$ cat src/rtl/button_debouncer_2ch_pkg.sv
// Shared definitions for the two-channel pushbutton debouncer:
// per-channel state encoding and default parameter values.
package button_debouncer_2ch_pkg;

    localparam int DEF_SYNC_STAGES   = 2;
    localparam int DEF_STABLE_CYCLES = 4;
    localparam int DEF_CNT_W         = 3;

    // A channel is either quiet (output matches input) or counting toward a flip.
    typedef enum logic {
        ST_STABLE  = 1'b0,
        ST_PENDING = 1'b1
    } deb_state_e;

endpackage

$ cat src/rtl/button_debouncer_2ch_debounce_channel.sv
// One debounce channel: synchroniser chain, stability counter FSM,
// registered debounced level and one-cycle change strobe.
module debounce_channel
    import button_debouncer_2ch_pkg::*;
#(
    parameter int SYNC_STAGES   = DEF_SYNC_STAGES,
    parameter int STABLE_CYCLES = DEF_STABLE_CYCLES,
    parameter int CNT_W         = DEF_CNT_W
) (
    input  logic       clk,
    input  logic       rst,
    input  logic       raw,
    output logic       q,
    output logic       changed,
    output deb_state_e state
);

    localparam logic [CNT_W-1:0] CNT_LAST  = CNT_W'(STABLE_CYCLES - 1);
    localparam logic [CNT_W-1:0] CNT_ONE   = CNT_W'(1);
    localparam bit               IMMEDIATE = (STABLE_CYCLES == 1);

    logic [SYNC_STAGES-1:0] sync_q;
    logic [SYNC_STAGES-1:0] sync_d;
    deb_state_e             state_q;
    deb_state_e             state_d;
    logic [CNT_W-1:0]       cnt_q;
    logic [CNT_W-1:0]       cnt_d;
    logic                   lvl_q;
    logic                   lvl_d;
    logic                   strobe_q;
    logic                   strobe_d;

    logic sq;
    logic differ;
    logic flip;

    genvar gi;
    generate
        for (gi = 0; gi < SYNC_STAGES; gi++) begin : g_sync
            if (gi == 0) begin : g_first
                assign sync_d[gi] = raw;
            end else begin : g_rest
                assign sync_d[gi] = sync_q[gi-1];
            end
        end
    endgenerate

    assign sq     = sync_q[SYNC_STAGES-1];
    assign differ = (sq != lvl_q);

    // State register: every flop, including the synchroniser, clears on reset.
    always_ff @(posedge clk) begin
        if (rst) begin
            sync_q   <= '0;
            state_q  <= ST_STABLE;
            cnt_q    <= '0;
            lvl_q    <= 1'b0;
            strobe_q <= 1'b0;
        end else begin
            sync_q   <= sync_d;
            state_q  <= state_d;
            cnt_q    <= cnt_d;
            lvl_q    <= lvl_d;
            strobe_q <= strobe_d;
        end
    end

    // Next-state and counter logic; counter is cleared on every return to STABLE.
    always_comb begin
        state_d = state_q;
        cnt_d   = cnt_q;
        case (state_q)
            ST_STABLE: begin
                cnt_d = '0;
                if (differ && !IMMEDIATE) begin
                    state_d = ST_PENDING;
                    cnt_d   = CNT_ONE;
                end
            end
            ST_PENDING: begin
                if (!differ || (cnt_q == CNT_LAST)) begin
                    state_d = ST_STABLE;
                    cnt_d   = '0;
                end else begin
                    cnt_d = cnt_q + CNT_ONE;
                end
            end
            default: begin
                state_d = ST_STABLE;
                cnt_d   = '0;
            end
        endcase
    end

    // Output logic: the level and its strobe are registered on the same edge.
    always_comb begin
        flip = 1'b0;
        case (state_q)
            ST_STABLE:  flip = differ && IMMEDIATE;
            ST_PENDING: flip = differ && (cnt_q == CNT_LAST);
            default:    flip = 1'b0;
        endcase
        lvl_d    = flip ? sq : lvl_q;
        strobe_d = flip;
    end

    assign q       = lvl_q;
    assign changed = strobe_q;
    assign state   = state_q;

endmodule

$ cat src/rtl/button_debouncer_2ch.sv
// Two independent debounce channels feeding the a/b decoder, plus a
// combinational "settled" flag that is high when neither channel is counting.
module button_debouncer_2ch
    import button_debouncer_2ch_pkg::*;
#(
    parameter int SYNC_STAGES   = DEF_SYNC_STAGES,
    parameter int STABLE_CYCLES = DEF_STABLE_CYCLES,
    parameter int CNT_W         = DEF_CNT_W
) (
    input  logic clk,
    input  logic rst,
    input  logic a_raw,
    input  logic b_raw,
    output logic a,
    output logic b,
    output logic a_changed,
    output logic b_changed,
    output logic settled
);

    logic [1:0] raw_vec;
    logic [1:0] q_vec;
    logic [1:0] chg_vec;
    logic [1:0] stable_vec;
    deb_state_e ch_state [2];

    assign raw_vec = {b_raw, a_raw};

    genvar gi;
    generate
        for (gi = 0; gi < 2; gi++) begin : g_ch
            debounce_channel #(
                .SYNC_STAGES  (SYNC_STAGES),
                .STABLE_CYCLES(STABLE_CYCLES),
                .CNT_W        (CNT_W)
            ) u_channel (
                .clk    (clk),
                .rst    (rst),
                .raw    (raw_vec[gi]),
                .q      (q_vec[gi]),
                .changed(chg_vec[gi]),
                .state  (ch_state[gi])
            );
            assign stable_vec[gi] = (ch_state[gi] == ST_STABLE);
        end
    endgenerate

    assign a         = q_vec[0];
    assign b         = q_vec[1];
    assign a_changed = chg_vec[0];
    assign b_changed = chg_vec[1];
    assign settled   = &stable_vec;

endmodule
$ cat config.mk
export PLATFORM = sky130hd
export DESIGN_NAME = button_debouncer_2ch
export DESIGN_NICKNAME = d
export VERILOG_FILES = /design/src/rtl/button_debouncer_2ch_pkg.sv /design/src/rtl/button_debouncer_2ch_debounce_channel.sv /design/src/rtl/button_debouncer_2ch.sv
export SDC_FILE = /design/constraint.sdc
export NUM_CORES = 1
export LEC_CHECK = 0
export CAP_MARGIN = 10
export CELL_PAD_IN_SITES_DETAIL_PLACEMENT = 1
export CELL_PAD_IN_SITES_GLOBAL_PLACEMENT = 2
export CORE_UTILIZATION = 32
export DETAILED_ROUTE_END_ITERATION = 7
export GPL_ROUTABILITY_DRIVEN = 0
export PLACE_DENSITY = 0.7
export SLEW_MARGIN = 20
export SYNTH_ARGS = -nofsm -noshare
export SYNTH_HDL_FRONTEND = slang
export SYNTH_HIERARCHICAL = 1
export SYNTH_SLANG_ARGS = --single-unit
$ cat constraint.sdc
create_clock -name clk -period 1.7 [get_ports clk]
set_clock_uncertainty 0.2 [all_clocks]
set_input_delay 0.34 -clock clk [delete_from_list [all_inputs] [get_ports clk]]
set_output_delay 0.34 -clock clk [all_outputs]
set_load 0.005 [all_outputs]
# == After elaboration in Yosys (flattened, before gate mapping) ==
# Index checks and enable logic that the tools add are counted.
# op_classes
addsub,2
eq_ne,4
n_mux,14
bitwise,2
n_reduce_logical,7
# ops
op,n
3-bit case mux with 2 select lines,2
1-bit case mux with 2 select lines,4
"3-bit by 1-bit adder with 3-bit output, second input constant",2
"3-bit by 2-bit == test with 1-bit output, second input constant",2
1-bit two-way mux,6
3-bit two-way mux,2
1-bit logical AND,2
1-bit logical NOT,2
1-bit logical OR,2
1-bit inequality test,2
1-bit inverter,2
2-bit AND reduction,1
# word_totals
ff_bits,16
wordCells,39

# == Depth between registers and ports, before layout ==
# Gate-level depths: netlist of the first run.
# depth
depth_word,5
depth_mapped,4
ltp_nobuf,4

# == Cells and area by module ==
# Netlist of the first run, hierarchy kept.
# modules_own_cells
mod,instances,cells_per_inst,area_per_inst_um2,seq_area_each_um2
debounce_channel,2,25,300.3,160.2
button_debouncer_2ch,1,1,3.8,0.0

# == Worst setup path after synthesis of the first run ==
# Ideal clock, no wire load.
# synth_path
path_type,flip-flop to flip-flop
from,register g_ch[0].u_channel.cnt_q[0]
to,register g_ch[0].u_channel.cnt_q[1]
setup_ns,0.087
arrival_ns,1.070
t_required_ns,1.413
setup_slack_ns,0.342
path_stages_with_launch,5
n_path_buf,0
path_cell_list,dfxtp_1 ha_1 ha_1 nand2b_1 nor4b_2
# synth_between
elab_chain_cells,4
elab_cells_between_ends,5
cone_classes,add/sub: 1; eq/ne: 1; mux: 2; reduce/logical: 1
# synth_rtl
item,line,rtl
from (decl),button_debouncer_2ch_debounce_channel.sv:26,logic [CNT_W-1:0] cnt_q;
from (signal assigned),button_debouncer_2ch_debounce_channel.sv:62,cnt_q <= cnt_d;
"parallel branches: the longest is 2 deep, another holds 3-bit by 1-bit adder with 3-bit output",--,
3-bit two-way mux (*),button_debouncer_2ch_debounce_channel.sv:81,if (!differ || (cnt_q == CNT_LAST)) begin
3-bit case mux with 2 select lines (*),button_debouncer_2ch_debounce_channel.sv:72,case (state_q)
# Every way passes the cells marked *.
# A chain may end at the register's enable or synchronous reset.

# == Worst setup path in the final report of the first run ==
# layout_path
from,register g_ch[1].u_channel.lvl_q
to,output port b
# layout_lines
item,line,rtl
from (decl),button_debouncer_2ch_debounce_channel.sv:28,logic lvl_q;
from (signal assigned),button_debouncer_2ch_debounce_channel.sv:63,lvl_q <= lvl_d;
to (decl),button_debouncer_2ch.sv:15,"output logic b,"
# No word-level cell between the ends.

==> impl_metrics.env, run 1 <==
export IMPL_design_area_um2=793
export IMPL_max_freq_mhz=605
export IMPL_cp_num_buf_inv=1
export IMPL_ir_worst_vdd_uv=322
export IMPL_p_int_uw=529
export IMPL_fillerInstances=194
export IMPL_start_kind="flop"
export IMPL_antenna_found_initial=0
export IMPL_setup_slack_ns=0.0484
export IMPL_drv_slew=0
export IMPL_worstSetupPathType="flop to output pin"
export IMPL_cpMaxStageDelayCell="clkdlybuf4s50_1"
export IMPL_rsz0062_at_grt="no"
export IMPL_drt_wirelength_per_cell_um=10.4
export IMPL_cts_root_buffer="clkbuf_4"
export IMPL_crit_path_cell_trace="clkdlybuf4s50_1"
export IMPL_path_max_fanout=2
export IMPL_drive_gt1_frac=0.288
export IMPL_endpoint_kind="output pin"
export IMPL_yosysSeqAreaShare=0.530
export IMPL_grt_pass1_vias=363
export IMPL_place_area_um2=736
export IMPL_vias_per_cell=4.52
export IMPL_finalNetCount=75
export IMPL_whs_ns=0.251
export IMPL_grt_usage=0.113
export IMPL_final_cell_mix="12 x dfxtp_1, 7 x clkdlybuf4s50_1, 4 x nor3_1, 4 x nor2b_1, 4 x ha_1"
export IMPL_cts_tree="done"
export IMPL_syn_nets=59
export IMPL_numCtsBuffers=3
export IMPL_p_leak_uw=0.000276
export IMPL_yosysTopAreaCellShare=0.530
export IMPL_cp_required_ns=1.16
export IMPL_drv_cap=0
export IMPL_cp_arrival_ns=1.11
export IMPL_io_pins=9
export IMPL_ys_ff_latch=16
export IMPL_syn_mean_instance_area_um2=11.8
export IMPL_comb_power_share=0.050
export IMPL_dp_slack_ns=0.159
export IMPL_clock_power_share=0.369
export IMPL_hold_class="flop to flop"
export IMPL_switchingPower_uw=135
export IMPL_clkLatencyLatePin_ns=0.28
export IMPL_initial_core_util=0.346
export IMPL_sw_frac_of_total=0.203
export IMPL_drt_total_wl_um=947
export IMPL_yosysTopAreaCell="dfxtp_1"
export IMPL_pwr_density_cell_nw_per_um2=837
export IMPL_die_y_um=45.5
export IMPL_synthToLayoutAreaGrowth_pct=31.3
export IMPL_syn_inst=51
export IMPL_period_needed_ns=1.65
export IMPL_hpwlAfterDp_um=664
export IMPL_syn_cell_area_um2=604
export IMPL_setup_viol=0
export IMPL_vias=411
export IMPL_finalPower_uw=664
export IMPL_finalCritPeriodShare=0.972
export IMPL_drc_errors=0
export IMPL_core_area_um2=1750
export IMPL_pwr_share_seq=0.581
export IMPL_final_setup_tns_ns=0
export IMPL_drt_initial_drc_count=3
export IMPL_clock_sinks=16
export IMPL_layout_commonest_cell="dfxtp_1"
export IMPL_clkTransAtPathRegs_ns=0.09
export IMPL_antenna_left=0
export IMPL_synthDistinctLibCells=16
export IMPL_globalRouteOverflowTotal=0
export IMPL_slew_limit_headroom=0.789
export IMPL_htreeDepth=1
export IMPL_report_final_hold_viol_count=0
export IMPL_std_cell_rows=15
export IMPL_io_buffers=8
export IMPL_ys_top_cells_by_area="dfxtp_1 53%, ha_1 8.3%, xnor2_2 5.4%, nor4b_2 5.0%, nor2b_1 4.1%"
export IMPL_grt_pass1_wl_mm=1.54
export IMPL_die_w_um=45.5
export IMPL_clock_path_buffers=2
export IMPL_grt_max_degree=17
export IMPL_num_antenna_cells=0
export IMPL_max_slew_worst_pin_slew_ns=0.314
export IMPL_die_area_um2=2070
export IMPL_yosysWarnings=6
export IMPL_firstDrtPassIters=3
export IMPL_cts_hold_buf=0
export IMPL_critPathMaxStageDelay_ns=0.49
export IMPL_critPathTopFamily="buffers and inverters"
export IMPL_status="finished, final reports clean"
-- cells by family (layout without fill, tap and decap cells) --
| kind of cell | count (synthesis) | count (layout) | share of synthesized area |
|---|---|---|---|
| AO/OA/AOI/OAI | 8 | 8 | 0.0994 |
| XOR/XNOR | 2 | 2 | 0.0538 |
| adder cells (fa/ha/maj) | 4 | 4 | 0.0828 |
| buffers and inverters | 2 | 17 | 0.0124 |
| flip-flops | 16 | 16 | 0.530 |
| AND/OR/NAND/NOR | 19 | 19 | 0.222 |
-- synthesized netlist by cell type --
master    instances
inv_1             2
nor2b_1           4
a21bo_2           2
a211oi_1          2
nor4b_2           2
ha_1              4
nor4_2            2
nand2_1           2
nor3_1            4
a21oi_1           2
nor2_1            1
nand3_1           2
xnor2_2           2
nand2b_1          2
dfxtp_1          16
o21a_1            2
-- per-layer routing --
metal / track usage / share of wire / vias up
met2: 0.169 / 0.46 / 8
li1: - / - / 211
met5: 0 / 0 / -
met1: 0.126 / 0.48 / 190
met4: 0.0909 / 0.015 / 0
met3: 0.0476 / 0.046 / 2
-- through the flow --
step | std cells | utilization
4_1_cts | 91 | 0.454
5_1_grt | 91 | 0.454
3_3_place_gp | 85 | 0.422
3_5_place_dp | 85 | 0.422
6_report | 91 | 0.454
2_1_floorplan | 51 | -
-- final cells by class --
cell class / count / area, µm² / area share
clock buffers: 4 / 36.3 / 0.0457
repair buffers: 11 / 114 / 0.144
inverters: 2 / 7.51 / 0.00946
multi-input cells: 33 / 277 / 0.349
well taps: 25 / 31.3 / 0.0394
flip-flops and latches: 16 / 328 / 0.413
-- registers in the layout, indices dropped and copies added, names as in the netlist --
name / flops
g_ch.u_channel/state: 2
g_ch.u_channel/sync_q: 4
g_ch.u_channel/q: 2
g_ch.u_channel/cnt_q: 6
g_ch.u_channel/changed: 2
-- power by group through the flow --
stage	clock network [µW]	registers, µW	logic (µW)
finish	245	386	33.1
detailed placement	0	396	34.7
global route	273	387	36.0
floorplan	0	394	12.0
global placement	0	396	34.6
CTS	257	386	33.9
-- worst paths after layout --
kind                            slack, ns                        start  depth (start not counted)                          end
worst min register to register       0.25  g_ch[0].u_channel/sync_q[0]                          1  g_ch[0].u_channel/sync_q[1]
worst min-delay path                 0.25  g_ch[0].u_channel/sync_q[0]                          1  g_ch[0].u_channel/sync_q[1]
worst max-delay path                 0.05          g_ch[1].u_channel/q                          1                            b
worst max register to register       0.24   g_ch[1].u_channel/cnt_q[0]                          4   g_ch[1].u_channel/cnt_q[1]
-- what timing repair did --
| item | in CTS | in global routing |
|---|---|---|
| setup endpoints to repair | 3 | 0 |
| setup buffers | 2 | 0 |
| gates resized for setup | 6 | 0 |
No activity file was read; power rests on OpenSTA's default activity.
==> run 2: changes to the inputs <==
Settings changed: CORE_UTILIZATION 32 to 35, GPL_ROUTABILITY_DRIVEN 0 to 1, PLACE_DENSITY 0.7 to 0.76.
Clock period 1.7 ns to 1.9 ns, I/O delays scaled along.
==> run 2 against run 1 <==
Clock power shrank 29%. Utilization increased by 1.7 points. Via count unchanged. Register-to-register slack improved by 0.17 ns. Combinational power fell by 18%. Sequential share of layout area up 2.4 points. Critical path depth rose by 1. Sequential power down 10%. First-iteration DRC count down 100%. Total power shrank 17%. Flip-flop and latch count did not move. Final cell count decreased by 13%. Critical endpoint is now settled.
==> impl_metrics.env, run 2 (same netlist as run 1, synthesis figures left out) <==
export IMPL_clock_power_share=0.319
export IMPL_initial_core_util=0.388
export IMPL_clkTransAtPathRegs_ns=0.09
export IMPL_grt_pass1_wl_mm=1.73
export IMPL_hold_end="g_ch[0].u_channel/sync_q[1]"
export IMPL_num_antenna_cells=0
export IMPL_drt_wirelength_per_cell_um=12.9
export IMPL_cts_root_buffer="clkbuf_4"
export IMPL_synthToLayoutAreaGrowth_pct=21.7
export IMPL_clkLatencyLatePin_ns=0.28
export IMPL_pwr_density_cell_nw_per_um2=746
export IMPL_cp_required_ns=1.32
export IMPL_drt_total_wl_mm=1.02
export IMPL_drc_errors=0
export IMPL_r2r_cells=4
export IMPL_finalNetCount=73
export IMPL_reg2reg_slack_ns=0.41
export IMPL_cp_arrival_ns=1.27
export IMPL_r2r_start="g_ch[1].u_channel/cnt_q[0]"
export IMPL_setup_viol=0
export IMPL_ir_worst_vdd_uv=367
export IMPL_clock_path_buffers=2
export IMPL_clock_sinks=16
export IMPL_finalCritPeriodShare=0.976
export IMPL_grt_max_degree=17
export IMPL_antenna_found_initial=0
export IMPL_firstDrtPassIters=1
export IMPL_slew_limit_headroom=0.780
export IMPL_cts_hold_buf=0
export IMPL_largest_reg_flops=6
export IMPL_dp_cells=76
export IMPL_critPathMaxStageDelay_ns=0.50
export IMPL_min_delay_path_depth=1
export IMPL_final_cell_mix="15 x dfxtp_1, 8 x clkdlybuf4s50_1, 4 x nor3_1, 4 x nor2b_1, 4 x ha_1"
export IMPL_drv_slew=0
export IMPL_comb_power_share=0.049
export IMPL_p_leak_uw=0.000253
export IMPL_io_pins=9
export IMPL_cts_tree="done"
export IMPL_status="finished, final reports clean"
export IMPL_std_cell_rows=14
export IMPL_largestRegisters="g_ch.u_channel/cnt_q (6), g_ch.u_channel/sync_q (4)"
export IMPL_final_util=0.472
export IMPL_core_area_um2=1560
export IMPL_endpoint_kind="output pin"
export IMPL_antenna_left=0
export IMPL_grt_usage=0.132
export IMPL_max_freq_mhz=539
export IMPL_globalRouteOverflowTotal=0
export IMPL_sw_frac_of_total=0.216
export IMPL_reg2reg_to="g_ch[1].u_channel/cnt_q[1]"
export IMPL_layout_commonest_cell="dfxtp_1"
export IMPL_die_y_um=43.6
export IMPL_vias=411
export IMPL_top_register="g_ch.u_channel/cnt_q"
export IMPL_start_kind="flop"
export IMPL_p_int_uw=430
export IMPL_die_w_um=43.6
export IMPL_holdCritStartpoint="g_ch[0].u_channel/sync_q[0]"
export IMPL_gp_routability_congestion=0.681
export IMPL_finalNonFillerCells=79
export IMPL_crit_path_cell_trace="nor2_1, clkdlybuf4s50_1"
export IMPL_io_buffers=8
export IMPL_switchingPower_uw=119
export IMPL_max_slew_worst_pin_slew_ns=0.328
export IMPL_drt_initial_drc_count=0
export IMPL_path_max_fanout=7
export IMPL_final_setup_tns_ns=0
export IMPL_hold_class="flop to flop"
export IMPL_worstSetupPathType="flop to output pin"
export IMPL_drv_cap=0
export IMPL_cp_num_buf_inv=1
export IMPL_drive_gt1_frac=0.206
export IMPL_vias_per_cell=5.20
export IMPL_grt_pass1_vias=422
export IMPL_die_area_um2=1900
export IMPL_report_final_hold_viol_count=0
export IMPL_pwr_share_seq=0.631
export IMPL_period_needed_ns=1.85
export IMPL_whs_ns=0.243
export IMPL_cpMaxStageDelayCell="clkdlybuf4s50_1"
export IMPL_numCtsBuffers=3
export IMPL_rsz0062_at_grt="no"
export IMPL_hpwlAfterDp_um=703
export IMPL_critPathTopFamily="buffers and inverters"
export IMPL_htreeDepth=1
==> run 2: cell types whose count changed in the layout (fill, tap and decap cells not counted) <==
cell	before	now
buf_12	1	0
clkbuf_8	1	0
dlygate4sd2_1	1	0
dfxtp_4	1	0
clkdlybuf4s50_1	7	8
buf_4	2	1
dfxtp_2	3	1
dfxtp_1	12	15
==> run 2: worst reg2reg max path, stage by stage (launching register included) <==
cell and delay, ns:
dfxtp_1 0.32, ha_1 0.20, ha_1 0.26, nand2b_1 0.22, nor4b_2 0.21
==> run 2: power by group through the flow <==
stage,Combinational [µW],Sequential (µW),Clock (µW)
6_report,27.1,346,175
5_1_grt,29.6,347,192
4_1_cts,27.9,346,184
3_5_place_dp,27.5,354,0
3_3_place_gp,27.1,354,0
2_1_floorplan,10.8,353,0
==> run 2: per-stage QoR <==
step	worst slack (ns)	total power, µW	cell area, µm²
floorplan	0.542	364	604
global placement	0.343	381	712
detailed placement	0.341	382	712
CTS	0.0175	558	734
global route	0.00614	569	736
finish	0.0460	548	736
==> run 2: how the worst max path moves through the flow <==
stage / from / end / slack, ns / cells past startpoint
floorplan: g_ch[0].u_channel/cnt_q[0] / g_ch[0].u_channel/cnt_q[1] / 0.54 / 4
global placement: g_ch[1].u_channel/state / settled / 0.34 / 2
detailed placement: rst / g_ch[0].u_channel/cnt_q[2] / 0.34 / 3
CTS: g_ch[1].u_channel/state / settled / 0.02 / 2
global route: g_ch[0].u_channel/state / settled / 0.006 / 2
finish: g_ch[0].u_channel/state / settled / 0.05 / 2
==> run 2: repair_timing <==
action                     4_1_cts  5_1_grt
gates resized for setup          0        1
setup buffers                    0        0
setup endpoints to repair        0        1
==> run 2: final cells by class <==
class,instances,area (µm²)
timing repair buffer,9,87.6
sequential,16,322
clock buffer,3,22.5
inverter,2,7.51
tap,16,20.0
multi-input combinational,33,277
fill,174,823
==> run 2: layer usage <==
layer,up-vias,part of all wire,GRT usage
met3,5,0.029,0.0250
met2,9,0.44,0.200
li1,205,-,-
met4,0,0.037,0.131
met5,-,0,0
met1,192,0.49,0.151
==> run 3: changes to the inputs <==
--- a/config.mk
+++ b/config.mk
@@ -6,11 +6,12 @@
 export NUM_CORES = 1
 export LEC_CHECK = 0
+export ABC_AREA = 1
 export CAP_MARGIN = 10
 export CELL_PAD_IN_SITES_DETAIL_PLACEMENT = 1
 export CELL_PAD_IN_SITES_GLOBAL_PLACEMENT = 2
-export CORE_UTILIZATION = 35
+export CORE_UTILIZATION = 26
 export DETAILED_ROUTE_END_ITERATION = 7
 export GPL_ROUTABILITY_DRIVEN = 1
-export PLACE_DENSITY = 0.76
+export PLACE_DENSITY = 0.68
 export SLEW_MARGIN = 20
 export SYNTH_ARGS = -nofsm -noshare
==> constraint.sdc (replaced) <==
create_clock -name clk -period 1.7 [get_ports clk]
set_clock_uncertainty 0.2 [all_clocks]
set_input_delay 0.51 -clock clk [delete_from_list [all_inputs] [get_ports clk]]
set_output_delay 0.51 -clock clk [all_outputs]
set_load 0.005 [all_outputs]
==> run 3 against run 2 <==
Final area down 1.4%. Synthesized area down 5.4%. Critical path type unchanged. Synthesized cell count is 35% higher. Final cell count grew 39%. Utilization fell by 11 points. Worst setup slack better by 0.078 ns. Clock power grew 13%.
==> impl_metrics.env, run 3 <==
export IMPL_status="finished, final reports clean"
export IMPL_syn_nets=77
export IMPL_cp_required_ns=0.99
export IMPL_critPathMaxStageDelay_ns=0.33
export IMPL_syn_mean_instance_area_um2=8.29
export IMPL_cts_root_buffer="clkbuf_4"
export IMPL_drt_initial_drc_count=0
export IMPL_initial_core_util=0.283
export IMPL_cpMaxStageDelayCell="dfxtp_2"
export IMPL_antenna_left=0
export IMPL_p_leak_uw=0.000353
export IMPL_synth_async_sr_flop_share=0
export IMPL_whs_ns=0.208
export IMPL_syn_cell_area_um2=572
export IMPL_max_freq_mhz=635
export IMPL_clock_sinks=16
export IMPL_sw_frac_of_total=0.216
export IMPL_drc_errors=0
export IMPL_antenna_found_initial=0
export IMPL_cp_num_buf_inv=1
export IMPL_hpwlAfterDp_um=761
export IMPL_final_setup_tns_ns=0
export IMPL_cts_tree="done"
export IMPL_clock_power_share=0.324
export IMPL_htreeDepth=1
export IMPL_max_slew_worst_pin_slew_ns=0.198
export IMPL_drt_total_wl_mm=1.02
export IMPL_yosysWarnings=6
export IMPL_die_area_um2=2390
export IMPL_drive_gt1_frac=0.157
export IMPL_fillerInstances=252
export IMPL_grt_pass1_wl_mm=1.98
export IMPL_finalPower_uw=609
export IMPL_synth_edf_count=0
export IMPL_firstDrtPassIters=1
export IMPL_cp_arrival_ns=0.87
export IMPL_drv_cap=0
export IMPL_switchingPower_uw=131
export IMPL_grt_pass1_vias=478
export IMPL_ys_ff_latch=16
export IMPL_final_cell_mix="25 x nor2_1, 12 x inv_1, 12 x dfxtp_1"
export IMPL_yosysTopAreaCell="dfxtp_1"
export IMPL_yosysSeqAreaShare=0.560
export IMPL_num_antenna_cells=0
export IMPL_grt_usage=0.112
export IMPL_ys_top_cells_by_area="dfxtp_1 56%, nor2_1 16%, ha_1 8.8%, inv_1 7.9%, nand2_2 2.2%"
export IMPL_gp_routability_congestion=0.675
export IMPL_start_kind="flop"
export IMPL_hold_class="flop to flop"
export IMPL_yosysMostFrequentCell="nor2_1"
export IMPL_top_register="g_ch.u_channel/cnt_q"
export IMPL_path_max_fanout=2
export IMPL_setup_viol=0
export IMPL_finalNetCount=93
export IMPL_grt_max_degree=9
export IMPL_min_delay_path_depth=2
export IMPL_worstSetupPathType="flop to output pin"
export IMPL_report_final_hold_viol_count=0
export IMPL_p_int_uw=477
export IMPL_std_cell_rows=16
export IMPL_core_area_um2=2020
export IMPL_synth_commonest_cells="25 x nor2_1, 16 x dfxtp_1, 12 x inv_1"
export IMPL_endpoint_kind="output pin"
export IMPL_vias_per_cell=4.02
export IMPL_io_pins=9
export IMPL_synthToLayoutAreaGrowth_pct=26.9
export IMPL_vias=442
export IMPL_crit_path_cell_trace="dlygate4sd2_1"
export IMPL_clkLatencyLatePin_ns=0.28
export IMPL_final_util=0.359
export IMPL_critPathTopFamily="flip-flops"
export IMPL_drt_wirelength_per_cell_um=9.27
export IMPL_numCtsBuffers=3
export IMPL_r2r_cells=5
export IMPL_syn_inst=69
export IMPL_clkTransAtPathRegs_ns=0.09
export IMPL_finalCritPeriodShare=0.927
export IMPL_io_buffers=8
export IMPL_yosysTopAreaCellShare=0.560
export IMPL_largestRegisters="g_ch.u_channel/cnt_q (6), g_ch.u_channel/sync_q (4)"
export IMPL_synthFlopType="dfxtp_1"
export IMPL_slew_limit_headroom=0.868
export IMPL_pwr_density_cell_nw_per_um2=839
export IMPL_largest_reg_flops=6
export IMPL_die_w_um=48.9
export IMPL_ir_worst_vdd_uv=357
export IMPL_period_needed_ns=1.58
export IMPL_globalRouteOverflowTotal=0
export IMPL_path_depth=1
export IMPL_layout_commonest_cell="nor2_1"
export IMPL_comb_power_share=0.042
export IMPL_clock_path_buffers=2
export IMPL_pwr_share_seq=0.634
export IMPL_drv_slew=0
export IMPL_rsz0062_at_grt="no"
export IMPL_die_y_um=48.9
export IMPL_synthDistinctLibCells=10
==> run 3: worst paths after layout <==
kind              slack [ns]                     endpoint                         from
setup / recovery        0.12                            a          g_ch[0].u_channel/q
hold / removal          0.21  g_ch[1].u_channel/sync_q[1]  g_ch[1].u_channel/sync_q[0]
setup reg to reg        0.33   g_ch[0].u_channel/cnt_q[2]   g_ch[0].u_channel/cnt_q[0]
hold reg to reg         0.21  g_ch[1].u_channel/sync_q[1]  g_ch[1].u_channel/sync_q[0]
==> run 3: kinds of logic (layout without fill, tap and decap cells) <==
logic type                 after synthesis  in the layout  synth area share
AOI/OAI and AO/OA                        2              2            0.0175
adders and majority gates                4              4            0.0875
buffers and inverters                   12             26            0.0788
DFF                                     16             16             0.560
and+or+nand+nor                         35             35             0.256
==> run 3: power groups by stage <==
stage | Combinational (µW) | Clock (µW) | Sequential [µW]
floorplan | 11.5 | 0 | 393
global placement | 26.5 | 0 | 394
detailed placement | 27.0 | 0 | 394
CTS | 26.5 | 210 | 386
global route | 30.0 | 232 | 387
finish | 25.6 | 197 | 386
==> run 3: area by class of cell <==
cell class | count | area (µm²) | area share
timing repair buffer | 11 | 92.6 | 0.128
clock buffer | 3 | 22.5 | 0.0310
tap | 27 | 33.8 | 0.0466
multi-input combinational | 41 | 206 | 0.284
sequential | 16 | 325 | 0.448
inverter | 12 | 45.0 | 0.0621
==> run 3: per-stage QoR <==
step / instances / setup WS (ns) / instance area [µm²]
after detailed placement: 105 / 0.0187 / 693
after floorplan: 69 / 0.476 / 572
after global placement: 105 / 0.00320 / 693
after CTS: 110 / 0.00308 / 728
final: 110 / 0.124 / 726
after global routing: 110 / 0.0756 / 726
==> run 3: worst register-to-register path: cells and delay by family (launching register included) <==
family	cells	cell delay, ns
flops	1	0.33
simple gates	3	0.38
fa+ha+maj	2	0.41
==> run 3: per-layer routing <==
metal | vias to the layer above | share of wire | global-route usage | wire length, µm
li1 | 234 | - | - | -
met3 | 2 | 0.035 | 0.0312 | 36
met1 | 199 | 0.53 | 0.143 | 543
met2 | 7 | 0.42 | 0.157 | 427
met4 | 0 | 0.013 | 0.0882 | 13
met5 | - | 0 | 0 | 0
==> run 3: repair_timing <==
| action | 4_1_cts | 5_1_grt |
|---|---|---|
| resized for setup | 8 | 3 |
| setup endpoints to repair | 5 | 1 |
| setup buffers | 2 | 0 |
| hold buffers | 0 | 0 |
